--- config.mk ---
export PLATFORM = sky130hd
export DESIGN_NAME = cordic_cos_scheduler
export DESIGN_NICKNAME = d
export VERILOG_FILES = /design/src/rtl/cordic_cos_scheduler.sv
export SDC_FILE = /design/constraint.sdc
export NUM_CORES = 1
export LEC_CHECK = 0
export ABC_CLOCK_PERIOD_IN_PS = 2600
export CAP_MARGIN = 20
export CORE_MARGIN = 8
export CORE_UTILIZATION = 32
export CTS_BUF_LIST = sky130_fd_sc_hd__clkbuf_8 sky130_fd_sc_hd__clkbuf_16
export DETAILED_ROUTE_END_ITERATION = 16
export PLACE_DENSITY = 0.91
export REMOVE_ABC_BUFFERS = 1
export SKIP_CTS_REPAIR_TIMING = 1
export SLEW_MARGIN = 30
export SYNTH_ARGS = -nofsm -noshare
export SYNTH_HDL_FRONTEND = slang
export SYNTH_SLANG_ARGS = --single-unit
--- constraint.sdc ---
create_clock -name clk -period 2.6 [get_ports clk]
set_input_delay 0.52 -clock clk [delete_from_list [all_inputs] [get_ports clk]]
set_output_delay 0.52 -clock clk [all_outputs]
set_load 0.02 [all_outputs]
--- src/rtl/cordic_cos_scheduler.sv ---
// cordic_cos_scheduler
// Shares one pipelined cosine CORDIC datapath among NUM_REQ requesters.
// A round-robin arbiter issues at most one angle per cycle, a tag pipe that
// runs alongside the datapath remembers who asked for each result, and the
// result is handed back as a one-cycle response strobe tagged with that ID.
// The datapath clock enable is only dropped when nothing is in flight,
// because deasserting it clears the datapath registers.

module cordic_cos_scheduler #(
    parameter int NUM_REQ = 4,
    parameter int LATENCY = 2,
    parameter int ID_W    = $clog2(NUM_REQ)
) (
    input  logic                  clk,
    input  logic                  reset,
    input  logic [NUM_REQ-1:0]    req_valid,
    input  logic [32*NUM_REQ-1:0] req_angle,
    output logic [NUM_REQ-1:0]    req_ready,
    input  logic                  flush,
    output logic [31:0]           cos_angle,
    output logic                  cos_clk_en,
    output logic                  cos_reset,
    input  logic [31:0]           cos_result,
    output logic                  resp_valid,
    output logic [ID_W-1:0]       resp_id,
    output logic [31:0]           resp_data,
    output logic                  busy
);

    // ------------------------------------------------------------------
    // Round-robin pick: search starts one past the previous winner and
    // wraps. Iterating from the farthest candidate down to the nearest lets
    // the nearest requesting slot overwrite the result last, so it wins.
    // Returns {found, id}.
    // ------------------------------------------------------------------
    function automatic logic [ID_W:0] rr_pick(
        input logic [NUM_REQ-1:0] valid,
        input logic [ID_W-1:0]    ptr
    );
        logic [ID_W:0] pick;
        int            idx;
        pick = '0;
        for (int k = NUM_REQ; k >= 1; k--) begin
            idx = (int'(ptr) + k) % NUM_REQ;
            if (valid[idx[ID_W-1:0]]) begin
                pick = {1'b1, idx[ID_W-1:0]};
            end
        end
        return pick;
    endfunction

    // State
    logic                 cos_reset_r;
    logic [ID_W-1:0]      last_grant_r;
    logic [LATENCY:0]     tag_valid_r;
    logic [ID_W-1:0]      tag_id_r [0:LATENCY];
    logic                 resp_valid_r;
    logic [ID_W-1:0]      resp_id_r;
    logic [31:0]          resp_data_r;

    // Combinational
    logic                 grant_found_s;
    logic [ID_W-1:0]      grant_id_s;
    logic                 issue_ok_s;
    logic                 accept_s;
    logic [NUM_REQ-1:0]   req_ready_s;
    logic [31:0]          cos_angle_s;
    logic                 pipe_occupied_s;
    logic                 busy_s;

    // Arbitration: pick the next requester and qualify it against the
    // datapath reset and flush, which both block new issues.
    always_comb begin
        {grant_found_s, grant_id_s} = rr_pick(req_valid, last_grant_r);
        issue_ok_s                  = ~cos_reset_r & ~flush;
        accept_s                    = grant_found_s & issue_ok_s;
    end

    // One-hot ready toward the winner, only when the issue really happens.
    always_comb begin
        req_ready_s = '0;
        for (int i = 0; i < NUM_REQ; i++) begin
            req_ready_s[i] = accept_s & (grant_id_s == ID_W'(i));
        end
    end

    // Angle mux: AND-OR over the one-hot ready, so nothing granted gives 0.
    always_comb begin
        cos_angle_s = 32'h0000_0000;
        for (int i = 0; i < NUM_REQ; i++) begin
            cos_angle_s = cos_angle_s | (req_angle[32*i +: 32] & {32{req_ready_s[i]}});
        end
    end

    // Datapath occupancy: entries 0..LATENCY-2 mean data still sits inside
    // the datapath registers; the final datapath stage is being read out
    // this cycle, so it does not need another enabled edge.
    always_comb begin
        pipe_occupied_s = 1'b0;
        for (int k = 0; k < LATENCY - 1; k++) begin
            pipe_occupied_s = pipe_occupied_s | tag_valid_r[k];
        end
    end

    // Anything anywhere in the tag pipe counts as in flight.
    always_comb begin
        busy_s = |tag_valid_r;
    end

    // Datapath reset: high out of reset, then follows flush by one edge so
    // a flush wipes the datapath and blocks issue for the following cycle.
    always_ff @(posedge clk or negedge reset) begin
        if (!reset) begin
            cos_reset_r <= 1'b1;
        end else begin
            cos_reset_r <= flush;
        end
    end

    // Round-robin pointer: moves only on a completed handshake.
    always_ff @(posedge clk or negedge reset) begin
        if (!reset) begin
            last_grant_r <= '0;
        end else if (accept_s) begin
            last_grant_r <= grant_id_s;
        end else begin
            last_grant_r <= last_grant_r;
        end
    end

    // Tag pipe valids: shift the accept flag along with the datapath; a
    // flush drops every in-flight operation.
    always_ff @(posedge clk or negedge reset) begin
        if (!reset) begin
            tag_valid_r <= '0;
        end else if (flush) begin
            tag_valid_r <= '0;
        end else begin
            tag_valid_r <= {tag_valid_r[LATENCY-1:0], accept_s};
        end
    end

    // Tag pipe IDs: shift unconditionally; the valids decide what they mean.
    always_ff @(posedge clk or negedge reset) begin
        if (!reset) begin
            for (int k = 0; k <= LATENCY; k++) begin
                tag_id_r[k] <= '0;
            end
        end else begin
            tag_id_r[0] <= grant_id_s;
            for (int k = 1; k <= LATENCY; k++) begin
                tag_id_r[k] <= tag_id_r[k-1];
            end
        end
    end

    // Response register: capture the datapath result when the aligned tag
    // says it is valid, unless a flush is aborting that operation.
    always_ff @(posedge clk or negedge reset) begin
        if (!reset) begin
            resp_valid_r <= 1'b0;
            resp_id_r    <= '0;
            resp_data_r  <= 32'h0000_0000;
        end else if (tag_valid_r[LATENCY-1] && !flush) begin
            resp_valid_r <= 1'b1;
            resp_id_r    <= tag_id_r[LATENCY-1];
            resp_data_r  <= cos_result;
        end else begin
            resp_valid_r <= 1'b0;
            resp_id_r    <= resp_id_r;
            resp_data_r  <= resp_data_r;
        end
    end

    // Output wiring
    assign req_ready  = req_ready_s;
    assign cos_angle  = cos_angle_s;
    assign cos_clk_en = accept_s | pipe_occupied_s;
    assign cos_reset  = cos_reset_r;
    assign resp_valid = resp_valid_r;
    assign resp_id    = resp_id_r;
    assign resp_data  = resp_data_r;
    assign busy       = busy_s;

endmodule

### After elaboration in Yosys (flattened, before gate mapping)

Index checks and enable logic that the tools add are counted.

* word-level logic and storage cells: 53
* input port bits: 167
* output and inout bits: 74
* register bits after elaboration: 45

* mux-type cells: 14
* add/sub/neg operators: 4
* reductions and logical operators: 4
* bitwise gates (word level): 16
* $lt $le $gt $ge: 4
* equality and inequality tests: 3

Operator list (count)
* 32-bit AND: 4
* 32-bit bitwise OR: 3
* 3-bit 2-to-1 mux: 5
* 2-bit by 3-bit less-than comparator with 1-bit output, second input constant: 4
* 1-bit binary-select mux with 2-bit select: 4
* 1-bit AND: 6
* 1-bit 2-to-1 mux: 5
* 2-bit by 1-bit adder with 2-bit output, second input constant: 2
* 2-bit adder, second input constant: 2
* 2-bit == test, second input constant: 2
* 3-bit OR reduction: 1
* 2-bit by 1-bit == test with 1-bit output, second input constant: 1
* 2-bit zero test: 1
* 1-bit inverter: 2
* 1-bit logical AND: 1
* 1-bit zero test: 1
* 1-bit bitwise OR: 1

### Logic depth before layout (Yosys ltp)

* depth after elaboration: 13
* mapped depth: 7
* depth with buffers taken out: 5

### Worst setup path before layout

No wires, ideal clock.

* kind: input-to-output
* from: input port req_valid[1]
* to: output port cos_angle[0]
* slack: 0.276 ns
* path buffers: 2
* arrival time: 1.804 ns
* required time: 2.080 ns
* cell stages on the path: 7
* path through: nor2b_1 a21oi_1 o221ai_4 nand2b_1 buf_2 buf_4 o22ai_1

* cells in the longest elaborated chain, start to end: 12
* elaborated cells between the ends (all ways): 28
* classes of those cells: 3 x eq/ne; 12 x mux; 12 x bitwise; 1 x reduce/logical

Ends and longest elaborated chain
* start, declared: RTL line 16 `input logic [NUM_REQ-1:0] req_valid,`
* 1-bit binary-select mux with 2-bit select: RTL line 45 `if (valid[idx[ID_W-1:0]]) begin`
* 1-bit 2-to-1 mux (not written as such): RTL line 45
* 3-bit 2-to-1 mux (3 in series): RTL line 45
* 3-bit 2-to-1 mux (*): RTL line 45
* net grant_id_s[0]: RTL line 63 `logic [ID_W-1:0] grant_id_s;`
* 2-bit by 1-bit == test with 1-bit output or 2-bit zero test (tied branches): RTL line 83 `req_ready_s[i] = accept_s & (grant_id_s == ID_W'(i));`
* 1-bit AND: RTL line 83
* 32-bit AND: RTL line 91 `cos_angle_s = cos_angle_s | (req_angle[32*i +: 32] & {32{req_ready_s[i]}});`
* 32-bit bitwise OR (2 in series): RTL line 91
* 32-bit bitwise OR (*): RTL line 91
* end, declared: RTL line 20 `output logic [31:0] cos_angle,`

Mark *: on every way through the listed nets, which the timed path passes. The rest lies on a longest branch. The select of a mux whose other input is x is not followed.

### Final worst setup path

* from: register last_grant_r[0]
* to: output port cos_angle[19]

* cells in the longest elaborated chain, start to end: 13
* elaborated cells between the ends (all ways): 32
* classes of those cells: 4 x add/sub; 3 x eq/ne; 12 x mux; 12 x bitwise; 1 x reduce/logical

Ends and longest elaborated chain
* start, declared: RTL line 54 `logic [ID_W-1:0] last_grant_r;`
* start signal, assigned: RTL line 125 `last_grant_r <= grant_id_s;`
* start signal, assigned: RTL line 127 `last_grant_r <= last_grant_r;`
* 2-bit by 1-bit adder with 2-bit output: RTL line 44 `idx = (int'(ptr) + k) % NUM_REQ;`
* 1-bit binary-select mux with 2-bit select: RTL line 45
* 1-bit 2-to-1 mux (not written as such): RTL line 45
* 3-bit 2-to-1 mux (3 in series): RTL line 45
* 3-bit 2-to-1 mux (*): RTL line 45
* 2-bit by 1-bit == test with 1-bit output, or another cell as far along: RTL line 83
* 1-bit AND: RTL line 83
* 32-bit AND: RTL line 91
* 32-bit bitwise OR (2 in series): RTL line 91
* 32-bit bitwise OR (*): RTL line 91

Mark *: on every way between the ends. The rest lies on a longest branch, timed or not. The select of a mux whose other input is x is not followed.

==> flow_summary.ini <==
[power]
total_power_mw = 3.442
ir_drop_mv = 0.2638
power.leakage_nw = 2.516
p_per_area_nw_per_um2 = 590.9

[floorplanning]
die_h_microns = 109.0
die_w_microns = 109.0
core_area_sq_um = 8551
pin_count = 241
start_util = 0.3240
die_area_sq_um = 11890
num_rows = 34

[status]
run_status = finished with violations
violations = setup timing

[drt]
dr.first_iter.drc_count = 103
wl_per_cell_microns = 20.32
drc = 0
drt_pass1_iterations = 4
vias = 2901
wl_mm = 11.95
viasPerCell = 4.934
ant_nets = 0

[worst_setup_path]
critPathMaxFanout = 6
slowest_stage = dfrtp_1
endpoint_kind = primary output
startpoint_type = register
critical_path_class = register to primary output
cp.required_ns = 2.08
crit_chain = buf_6 -> o21ai_2 -> a21oi_2 -> nor3_4 -> buf_6 -> buf_12 -> buf_4 -> mux2i_4 -> o22ai_2 -> buf_4
slowest_delay_ns = 0.41
worstPathArrival_ns = 2.09

[clocking]
clk_latency_ns = 0.29
cts_root_buf = clkbuf_8
h-tree-depth = 2
cts.sinks = 44
path_clk_slew_ns = 0.08
tritoncts.num_buffers = 5
cts_buffer_depth = 2
cts_tree = yes

[worst_hold_path]
hold_path.class = input pin to asynchronous set/reset pin

[synth]
synth_top_family_by_area = multiplexers
ys_seq_area_frac = 0.3979
yosysWarnings = 0
synthAdderAreaFrac = 0
synth_compound_area_frac = 0.1337
yosysUniqueCellTypes = 31
syn_area_per_cell_sq_um = 12.53
muxShareOfSynthArea = 0.3731
synth-seq-cells = 44
syn_area_sq_um = 2770
syn_inst = 221
synthSimpleGateAreaFrac = 0.04517
synth_xor_area_frac = 0

[sta]
final_max_slew_viol_count = 0
hold_viol = 0
post-route-period-util = 1.003
setup_ws_ns = -0.007099
setup_viol = 2
rsz0062_at_grt = yes
final.setup_skew_ns = 0.01092
tightest_slew_ns = 0.5382
period_minus_slack_ns = 2.607
max-slew-margin-rel = 0.6412
fmax_mhz = 383.6

[global_routing]
grt_max_degree = 45
grt.total_usage = 0.1773
overflow = 0
antenna_found_initial = 0
first_global_vias = 3210
grt_pass1_wl_mm = 16.59

[flow_run]
maxCapViolCount = 0

[placement]
post-place-ws_ns = -0.7744
dp.cells = 574
numPortBuffers = 240
gp_congestion = 0.7575
hpwl_mm = 9.488

[cells_and_area]
layout.nets = 647
stdcell_count = 588
utilization = 0.6813
post_route_cells_drive_above_1_share = 0.3375
n_fill_cell = 589
insertedDiodeCount = 0
areaGrowthSynthToFinish_pct = 110.3
worst paths after layout:
check | to | slack [ns] | from | depth (start not counted)
max | cos_angle[19] | -0.007 | last_grant_r[0] | 10
min reg2reg | tag_id_r[3] | 0.36 | tag_id_r[5] | 0
min in group clk | tag_id_r[3] | 0.36 | tag_id_r[5] | 0
min | resp_data[29] | 0.21 | reset | 1
max in group asynchronous | cos_reset | 2.01 | reset | 1
max reg2reg | last_grant_r[0] | 1.20 | last_grant_r[1] | 4
metrics by stage:
stage / area, sq um / setup TNS (ns) / hold slack, ns
2_1_floorplan: 2635 / -57.62 / 0.2244
3_3_place_gp: 5458 / -24.52 / 0.3329
3_5_place_dp: 5458 / -25.47 / 0.3419
4_1_cts: 5587 / -26.26 / 0.3587
5_1_grt: 5826 / -1.839 / 0.2395
6_report: 5826 / -0.007963 / 0.2068
layout by cell type (no fill, tap or decap), drive strengths merged, types with 4 or more instances in the layout:
cell type and instances:
o22ai 32, clkdlybuf4s50 198, mux2 34, clkbuf 12, dlymetal6s2s 7, nand2 4, mux2i 65, buf 58
dfrtp 43
flip-flops by register name (all words and copies together) (netlist names):
register / cells
resp_data: 32
resp_valid: 1
last_grant_r: 2
tag_valid_r: 2
cos_reset: 1
resp_id: 2
tag_id_r: 4
metal layers:
metal / vias up / wire (microns) / global-route usage
met5: - / 0 / 0
met4: 0 / 149 / 0.04399
met3: 12 / 1311 / 0.07388
met2: 152 / 6245 / 0.3167
met1: 1388 / 4241 / 0.1887
li1: 1349 / - / -
cell type report:
cell class | count | area, sq um | area share
Clock buffer | 5 | 68.82 | 0.01181
Clock inverter | 2 | 60.06 | 0.01031
Inverter | 1 | 3.754 | 0.0006443
Multi-Input combinational cell | 158 | 1730 | 0.2970
Sequential cell | 44 | 1102 | 0.1892
Tap cell | 108 | 135.1 | 0.02320
Timing Repair Buffer | 270 | 2725 | 0.4678
synthesized netlist by cell type (all sizes together):
cell	instances	area, sq um
mux2	34	382.9
nor2	2	7.510
nor3	2	32.53
a21oi	3	22.52
mux2i	65	650.6
o22ai	32	294.0
or2	1	6.260
nor3b	1	7.510
or3	1	6.260
buf	15	116.4
dfrtp	43	1076
and3	1	6.260
nand2	4	15.01
inv	1	3.750
dfstp	1	26.28
o311a	1	10.01
nand2b	3	18.77
clkbuf	3	18.76
nor2b	3	18.77
o221ai	1	26.28
nor4	1	6.260
o21ai	2	10.00
o21a	1	7.510
critical path, delay by kind of cell, from the launching register on:
family | cells | cell delay [ns]
buffers and inverters | 5 | 0.71
flip-flops | 1 | 0.41
AO/OA/AOI/OAI | 3 | 0.25
multiplexers | 1 | 0.24
AND/OR/NAND/NOR | 1 | 0.19
power breakdown:
group	switching [mW]	total [mW]	internal [mW]
Clock	0.217	0.595	0.378
Sequential	0.0835	0.919	0.836
Combinational	0.811	1.93	1.12
cells by family after synthesis:
group	count (synthesis)
mux	99
compound gates	40
flops	44
simple gates	19
buf+inv	19
No activity file was read; power rests on OpenSTA's default activity.
